$ cat config.mk
export PLATFORM = sky130hd
export DESIGN_NAME = prog_ram_loader
export DESIGN_NICKNAME = d
export VERILOG_FILES = /design/src/rtl/prog_ram_loader.sv
export SDC_FILE = /design/constraint.sdc
export NUM_CORES = 2
export LEC_CHECK = 0
export BUFFER_PORTS_ARGS = -buffer_cell sky130_fd_sc_hd__buf_2
export CAP_MARGIN = 0
export CORE_MARGIN = 5
export CORE_UTILIZATION = 45
export DETAILED_ROUTE_END_ITERATION = 16
export GPL_TIMING_DRIVEN = 0
export RECOVER_POWER = 100
export SYNTH_ARGS = -nofsm -noshare
export SYNTH_HDL_FRONTEND = slang
export SYNTH_SLANG_ARGS = --single-unit
$ cat constraint.sdc
create_clock -name clk_i -period 3.4 [get_ports clk_i]
set_input_delay 0.68 -clock clk_i [delete_from_list [all_inputs] [get_ports clk_i]]
set_output_delay 0.68 -clock clk_i [all_outputs]
set_load 0.05 [all_outputs]
$ cat src/rtl/prog_ram_loader.sv
// -----------------------------------------------------------------------------
// prog_ram_loader
//
// Program memory for the 16-bit processor with a streaming load port, a fetch
// port and a run controller. A host streams a program in one word per beat.
// The host then pulses go_i. The block raises start_o and serves fetches on
// pc_i. When pc_i hits HALT_ADDR it drains for DRAIN_CYCLES and then reports
// done_o.
//
// Ports:
//   clk_i, reset_i        single clock, synchronous active-high reset
//   load_valid_i/ready_o  load handshake
//   load_data_i           program word for the current beat
//   load_last_i           marks the final word of the program
//   go_i                  single-cycle run request (ARMED or DONE only)
//   pc_i, ram_read_en_i   fetch address and fetch enable from the processor
//   instr_o               fetched word, 1-cycle latency, holds when not fetching
//   start_o, done_o       processor run enable / run complete
//   load_count_o          number of words loaded so far
//   overflow_err_o        depth filled without load_last_i
//   checksum_o            running sum of loaded words
//
// Optional feature macro: PROG_RAM_CHECKSUM_EN
//   defined   -> checksum_o is the modulo-2**DATA_WIDTH sum of accepted words
//   undefined -> checksum_o is tied to zero and no adder is built
// -----------------------------------------------------------------------------
module prog_ram_loader #(
    parameter int DATA_WIDTH   = 16,
    parameter int ADDR_WIDTH   = 7,
    parameter int HALT_ADDR    = (2 ** ADDR_WIDTH) - 1,
    parameter int DRAIN_CYCLES = 3
) (
    input  logic                  clk_i,
    input  logic                  reset_i,
    input  logic                  load_valid_i,
    output logic                  load_ready_o,
    input  logic [DATA_WIDTH-1:0] load_data_i,
    input  logic                  load_last_i,
    input  logic                  go_i,
    input  logic [ADDR_WIDTH-1:0] pc_i,
    input  logic                  ram_read_en_i,
    output logic [DATA_WIDTH-1:0] instr_o,
    output logic                  start_o,
    output logic                  done_o,
    output logic [ADDR_WIDTH:0]   load_count_o,
    output logic                  overflow_err_o,
    output logic [DATA_WIDTH-1:0] checksum_o
);

    localparam int DEPTH = 2 ** ADDR_WIDTH;
    localparam int CNT_W = $clog2(DRAIN_CYCLES + 1);

    localparam logic [ADDR_WIDTH:0]   LAST_IDX   = (ADDR_WIDTH + 1)'(DEPTH - 1);
    localparam logic [ADDR_WIDTH-1:0] HALT_PC    = ADDR_WIDTH'(HALT_ADDR);
    localparam logic [CNT_W-1:0]      DRAIN_INIT = CNT_W'(DRAIN_CYCLES);

    typedef enum logic [2:0] {
        S_LOAD  = 3'd0,
        S_ARMED = 3'd1,
        S_RUN   = 3'd2,
        S_DRAIN = 3'd3,
        S_DONE  = 3'd4
    } state_t;

    state_t                state_q;
    logic                  load_ready_q;
    logic                  start_q;
    logic                  done_q;
    logic                  overflow_q;
    logic [ADDR_WIDTH:0]   load_count_q;
    logic [CNT_W-1:0]      drain_q;
    logic [DATA_WIDTH-1:0] instr_q;
    logic [DATA_WIDTH-1:0] mem_q [DEPTH];
    logic                  beat_accept_s;

    // load_ready_q is high exactly while in LOAD, so it doubles as the
    // acceptance qualifier.
    assign beat_accept_s = load_valid_i & load_ready_q;

    // Run controller: load sequencing, run/drain/done and the registered outputs.
    always_ff @(posedge clk_i) begin
        if (reset_i) begin
            state_q      <= S_LOAD;
            load_ready_q <= 1'b1;
            start_q      <= 1'b0;
            done_q       <= 1'b0;
            overflow_q   <= 1'b0;
            load_count_q <= '0;
            drain_q      <= '0;
        end else begin
            case (state_q)
                S_LOAD: begin
                    if (beat_accept_s) begin
                        load_count_q <= load_count_q + {{ADDR_WIDTH{1'b0}}, 1'b1};
                        // The beat that fills the last location ends the load
                        // even without load_last_i; that case is the overflow.
                        if (load_last_i || (load_count_q == LAST_IDX)) begin
                            state_q      <= S_ARMED;
                            load_ready_q <= 1'b0;
                            overflow_q   <= ~load_last_i;
                        end
                    end
                end
                S_ARMED: begin
                    if (go_i) begin
                        state_q <= S_RUN;
                        start_q <= 1'b1;
                    end
                end
                S_RUN: begin
                    if (pc_i == HALT_PC) begin
                        state_q <= S_DRAIN;
                        drain_q <= DRAIN_INIT;
                    end
                end
                S_DRAIN: begin
                    // The count reaching 0 is folded into the ==1 test, so that
                    // start_o drops exactly DRAIN_CYCLES edges after the halt edge.
                    if (drain_q == {{(CNT_W-1){1'b0}}, 1'b1}) begin
                        state_q <= S_DONE;
                        drain_q <= '0;
                        start_q <= 1'b0;
                        done_q  <= 1'b1;
                    end else begin
                        drain_q <= drain_q - {{(CNT_W-1){1'b0}}, 1'b1};
                    end
                end
                S_DONE: begin
                    if (go_i) begin
                        state_q <= S_RUN;
                        start_q <= 1'b1;
                        done_q  <= 1'b0;
                    end
                end
                default: begin
                    state_q      <= S_LOAD;
                    load_ready_q <= 1'b1;
                    start_q      <= 1'b0;
                    done_q       <= 1'b0;
                    overflow_q   <= 1'b0;
                    load_count_q <= '0;
                    drain_q      <= '0;
                end
            endcase
        end
    end

    // Program storage write port. Contents survive reset; load_count masks reads.
    always_ff @(posedge clk_i) begin
        if (!reset_i && beat_accept_s) begin
            mem_q[load_count_q[ADDR_WIDTH-1:0]] <= load_data_i;
        end
    end

    // Fetch port: 1-cycle read, unloaded locations read as zero, holds when idle.
    always_ff @(posedge clk_i) begin
        if (reset_i) begin
            instr_q <= '0;
        end else if (ram_read_en_i) begin
            instr_q <= ({1'b0, pc_i} < load_count_q) ? mem_q[pc_i] : '0;
        end else begin
            instr_q <= instr_q;
        end
    end

`ifdef PROG_RAM_CHECKSUM_EN
    logic [DATA_WIDTH-1:0] checksum_q;

    // Running load checksum; only accepted beats change it, so it freezes outside LOAD.
    always_ff @(posedge clk_i) begin
        if (reset_i) begin
            checksum_q <= '0;
        end else if (beat_accept_s) begin
            checksum_q <= checksum_q + load_data_i;
        end else begin
            checksum_q <= checksum_q;
        end
    end

    assign checksum_o = checksum_q;
`else
    assign checksum_o = '0;
`endif

    assign load_ready_o   = load_ready_q;
    assign instr_o        = instr_q;
    assign start_o        = start_q;
    assign done_o         = done_q;
    assign load_count_o   = load_count_q;
    assign overflow_err_o = overflow_q;

endmodule
Word level (Yosys, flattened, before mapping). Memories as Yosys holds them, arrays and structs flattened. Index checks and enable logic that the tools add are counted.

Output and inout port bits: 44. Register bits: 33. Memory bits (writable): 2048. Memories: 1.

Memories: mem_q (words 128, width 16, read ports 1, clocked after Yosys merged registers in 0, write ports 1, RTL line 73) `logic [DATA_WIDTH-1:0] mem_q [DEPTH];`.

Equality and inequality tests: 13. Muxes and demuxes: 26. Reduce and logical (&&, ||, !) cells: 15. Bitwise operators: 6. Magnitude comparators: 1. Add/subtract/negate cells: 2.

Operators with widths (number): 16-bit two-way mux (1); 8-bit one-hot mux with 2 select lines (1); 3-bit two-way mux (5); 3-bit one-hot mux with 4 select lines (1); 1-bit two-way mux (10); 2-bit inequality test (second input constant) (5); 3-bit AND reduction (3); 8-bit by 1-bit adder with 8-bit output (second input constant) (1); 8-bit by 7-bit == test with 1-bit output (second input constant) (1); 7-bit by 8-bit < comparator with 1-bit output (1); 8-bit two-way mux (1); 7-bit == test (second input constant) (1); 3-bit by 2-bit == test with 1-bit output (second input constant) (2); 1-bit one-hot mux with 3 select lines (2); 2-bit one-hot mux with 3 select lines (1); 3-bit OR reduction (2); 1-bit inverter (5); 5-bit AND reduction (1); 2-bit two-way mux (2); 1-bit one-hot mux with 2 select lines (2); 2-bit AND reduction (2); 2-bit OR reduction (2); 4-bit OR reduction (1); 3-bit by 1-bit == test with 1-bit output (second input constant) (1); other kinds (9) (9).

Logic depth before layout (Yosys ltp).
Word-level depth: 5. Gate-level depth with buffers: 13. Depth with buffers taken out: 9.

Worst setup path before layout. Ideal clock, no wire load.

Kind: register to register. Start: register load_count_q[5] (netlist: load_count_o[5]). End: register instr_q[10] (netlist: instr_o[10]). Stages on the path, launching flop included: 11. Arrival: 2.906 ns. Path slack: 0.411 ns. Path buffers: 2. Period minus slack after synthesis: 2.989 ns. Path through: dfxtp_1 > clkbuf_1 > inv_1 > ha_1 > a211oi_1 > nand2_1 > a221oi_2 > nor2b_1 > clkbuf_1 > o211ai_1 > o2111ai_1.

Word-level cells in the longest chain between the ends: 2.

RTL lines: start, declared (RTL line 70) `logic [ADDR_WIDTH:0] load_count_q;`; start signal, assigned (RTL line 94) `load_count_q <= load_count_q + {{ADDR_WIDTH{1'b0}}, 1'b1};`; 7-bit by 8-bit < comparator with 1-bit output (RTL line 160) `instr_q <= ({1'b0, pc_i} < load_count_q) ? mem_q[pc_i] : '0;`; 16-bit two-way mux (RTL line 160); end signal, assigned (RTL line 160); end signal, assigned (RTL line 162) `instr_q <= instr_q;`; end, declared (RTL line 72) `logic [DATA_WIDTH-1:0] instr_q;`.

No other way between the ends. A chain may end at the register's enable or synchronous reset.

Worst setup path after layout.
Start: input port pc_i[1]. End: register instr_q[10] (netlist: instr_o[10]).

Word-level cells in the longest chain between the ends: 2. Elaborated cells between the ends (all ways): 3. Classes of those cells: 1 x order compare; 1 x mux; 1 x memory.

RTL lines: start, declared (RTL line 40) `input logic [ADDR_WIDTH-1:0] pc_i,`; memory read 128 x 16 bit or 7-bit by 8-bit < comparator with 1-bit output (tied branches); 16-bit two-way mux (*) (RTL line 160).

Mark *: on every way between the ends. The rest lies on a longest branch, timed or not.

==> results.tsv <==
stage	metric	value	unit
status	outcome	finished with violations	
status	violations	capacitance limit, slew limit, setup timing	
layout	final_common_cell	edfxtp_1	
layout	final_nets	4410	
placement	pre_cts_ws	-2620	ps
critical_path	end_kind	flip-flop	
min_path	hp-class	in -> reg	
detailed_routing	via_per_inst	6.48	
power_and_ir_drop	p_per_area	578	nW/um^2
synthesis	ys_ff_latch	2081	
clock_tree	clk_latency	880	ps
grt	grt_pass1_wl	368000	microns
synthesis	syn_area_per_cell	20.5	sq um
synthesis	syn_area	80800	sq um
timing	hold_viol_final	0	
clock_tree	numCtsBuffers	208	
timing	fmax	282	MHz
critical_path	critical_path_required	4120	ps
synthesis	synth_cells	3934	
clock_tree	cts.sinks	2081	
critical_path	path_buf_inv	5	
detailed_routing	drtAntennaViolNets	0	
detailed_routing	first_pass_iters	6	
grt	antenna_found_initial	15	
synthesis	synth-edff-count	2048	
floorplan	fp-row-count	155	
critical_path	slowest_stage	a221oi_2	
critical_path	cp-start-kind	primary input	
timing	min_period	3540	ps
detailed_routing	wl	275000	microns
detailed_routing	topRoutingLayerUsed	met5	
power_and_ir_drop	power.leakage	30.1	nW
detailed_routing	drt_iter0_markers	7350	
power_and_ir_drop	ir_drop	0.000627	V
critical_path	slowest_delay	640	ps
critical_path	critPathMaxFanout	10	
floorplan	dieHeight	434	microns
grt	grt_pass1_vias	42690	
layout	instances_no_fill	6916	
timing	rsz0062_at_grt	yes	
floorplan	die-area	188000	sq um
placement	dp_hpwl	188000	microns
detailed_routing	num_vias	44807	
detailed_routing	avgRoutedWirePerCell	39.8	microns
timing	slew_viol_final	1162	
clock_tree	clock-root-buffer	clkbuf_16	
layout	area_growth	16.9	%
timing	layout_setup_ws	-143	ps
clock_tree	cts_tree	built	
clock_tree	htree_levels	4	
clock_tree	clk_path_buf_depth	3	
placement	io_buffer_count	55	
timing	timing.final.crit_share	104	%
critical_path	path_class	in -> reg	
synthesis	async_flop_share	0	%
critical_path	crit_chain	buf_2, buf_4, nand2b_1, buf_2, clkbuf_4, buf_2, o221ai_1, o22ai_1, nor2_1, a221oi_2, o2111ai_1	
synthesis	ys_types	70	
floorplan	initial_core_util	45.3	%
detailed_routing	wl_met1	102000	microns
job	maxCapViolCount	20	
floorplan	io_pins	73	
layout	final_cell_mix	edfxtp_1 (2048), mux4_2 (378), mux2i_1 (303)	
critical_path	cp_top_family	buffers and inverters	
timing	worst_pin_slew	3490	ps
placement	routabilityCongestion	0.970	
synthesis	synth_flop_cell	edfxtp_1	
floorplan	die_x	434	microns
layout	drive_above_1_share	26.6	%
detailed_routing	drc	0	
synthesis	synth_seq_area_share	77.0	%
detailed_routing	met3WireLength	34400	microns
floorplan	coreArea	178000	sq um
critical_path	cp.arrival	4260	ps
timing	final-setup-viol-count	21	
grt	grt_max_degree	97	
timing	clock_skew	66.9	ps
critical_path	crit_top_cell	buf_2	
placement	dp.cells	6505	
grt	gr-total-overflow	0	
timing	slew_headroom	-133	%
grt	track_usage	29.2	%
clock_tree	path_clk_slew	60	ps
detailed_routing	route.met2.wl	120000	microns
synthesis	ys_warn_count	0	
through the flow:
stage	hold slack [ps]	cell area (sq um)	util (%)	power, mW	TNS, ps
after detailed placement	469	87300	49.0	32.5	-609960
after floorplan	551	80800	-	30.5	0
after global placement	459	84000	47.1	32.4	-2069630
after CTS	63.7	94600	53.0	54.5	-37.3
final	102	94400	52.9	54.6	-1160
after global routing	110	94400	52.9	55.9	-535
routing by layer:
layer	global-route usage [%]	up-vias
li1	-	17395
met1	38.8	23579
met2	42.8	3068
met3	9.37	759
met4	16.0	6
met5	0.0260	-
worst register-to-register path, cell delays in order, from the launching register on:
cell and delay, ps:
dfxtp_1 320, clkbuf_2 280, inv_1 110, nor2_1 470, nand2_1 670, nor2_1 1000
buf_16 240
where the power goes:
group / switching, mW / total, mW / internal (mW)
registers: 0.0660 / 28.3 / 28.3
clock network: 9.95 / 22.4 / 12.5
logic: 2.75 / 3.80 / 1.05
total: 12.8 / 54.6 / 41.8
worst paths after layout:
kind / startpoint / end / slack (ps) / cells after the start
setup reg to reg: load_count_o[5]$_SDFFE_PP0P_ / mem_q[62][15]$_DFFE_PP_ / -40 / 6
setup / recovery: pc_i[1] / instr_o[10]$_SDFFE_PP0P_ / -140 / 11
hold reg to reg: done_o$_SDFFE_PP0P_ / done_o$_SDFFE_PP0P_ / 470 / 2
hold / removal: load_last_i / overflow_err_o$_SDFFE_PP0P_ / 100 / 3
final cells by class:
cell class	instances	area, sq um
buffer	235	1710
clock buffer	261	5510
timing repair buffer	214	3030
fill	13817	84000
clock inverter	124	1070
multi-input combinational	1618	17900
sequential	2081	62200
tap	2355	2950
antenna	13	32.5
inverter	15	56.3
synth_stat cells, types with 35 or more instances:
library cell / number / share of area [%]
a21oi_1: 111 / 0.69
buf_2: 35 / 0.22
buf_4: 42 / 0.39
clkbuf_1: 96 / 0.45
edfxtp_1: 2048 / 76
mux2i_1: 303 / 3.8
mux4_2: 378 / 11
nand2_1: 96 / 0.45
nor2_1: 216 / 1.0
nor3_1: 51 / 0.32
o221ai_1: 136 / 1.5
o22ai_1: 54 / 0.42
what timing repair did:
action	CTS	global route
resized for setup	179	53
endpoints found under the setup margin	981	235
hold endpoints to repair	1	0
buffers inserted	10	2
hold buffers	1	0
pin swaps	9	2
sequential cells by signal, summed over array words and instances (netlist names):
signal          cells
done_o              1
drain_q             2
instr_o            16
load_count_o        8
load_ready_o        1
mem_q            2048
overflow_err_o      1
start_o             1
state_q             3
kinds of logic after synthesis:
kind of cell | share of synthesized area [%]
flip-flops | 77.0
multiplexers | 14.5
AO/OA/AOI/OAI | 4.20
AND/OR/NAND/NOR | 2.26
buffers and inverters | 1.90
adder cells (fa/ha/maj) | 0.124
XOR/XNOR | 0.0542
other | 0.00464
No activity file was read; power rests on OpenSTA's default activity.
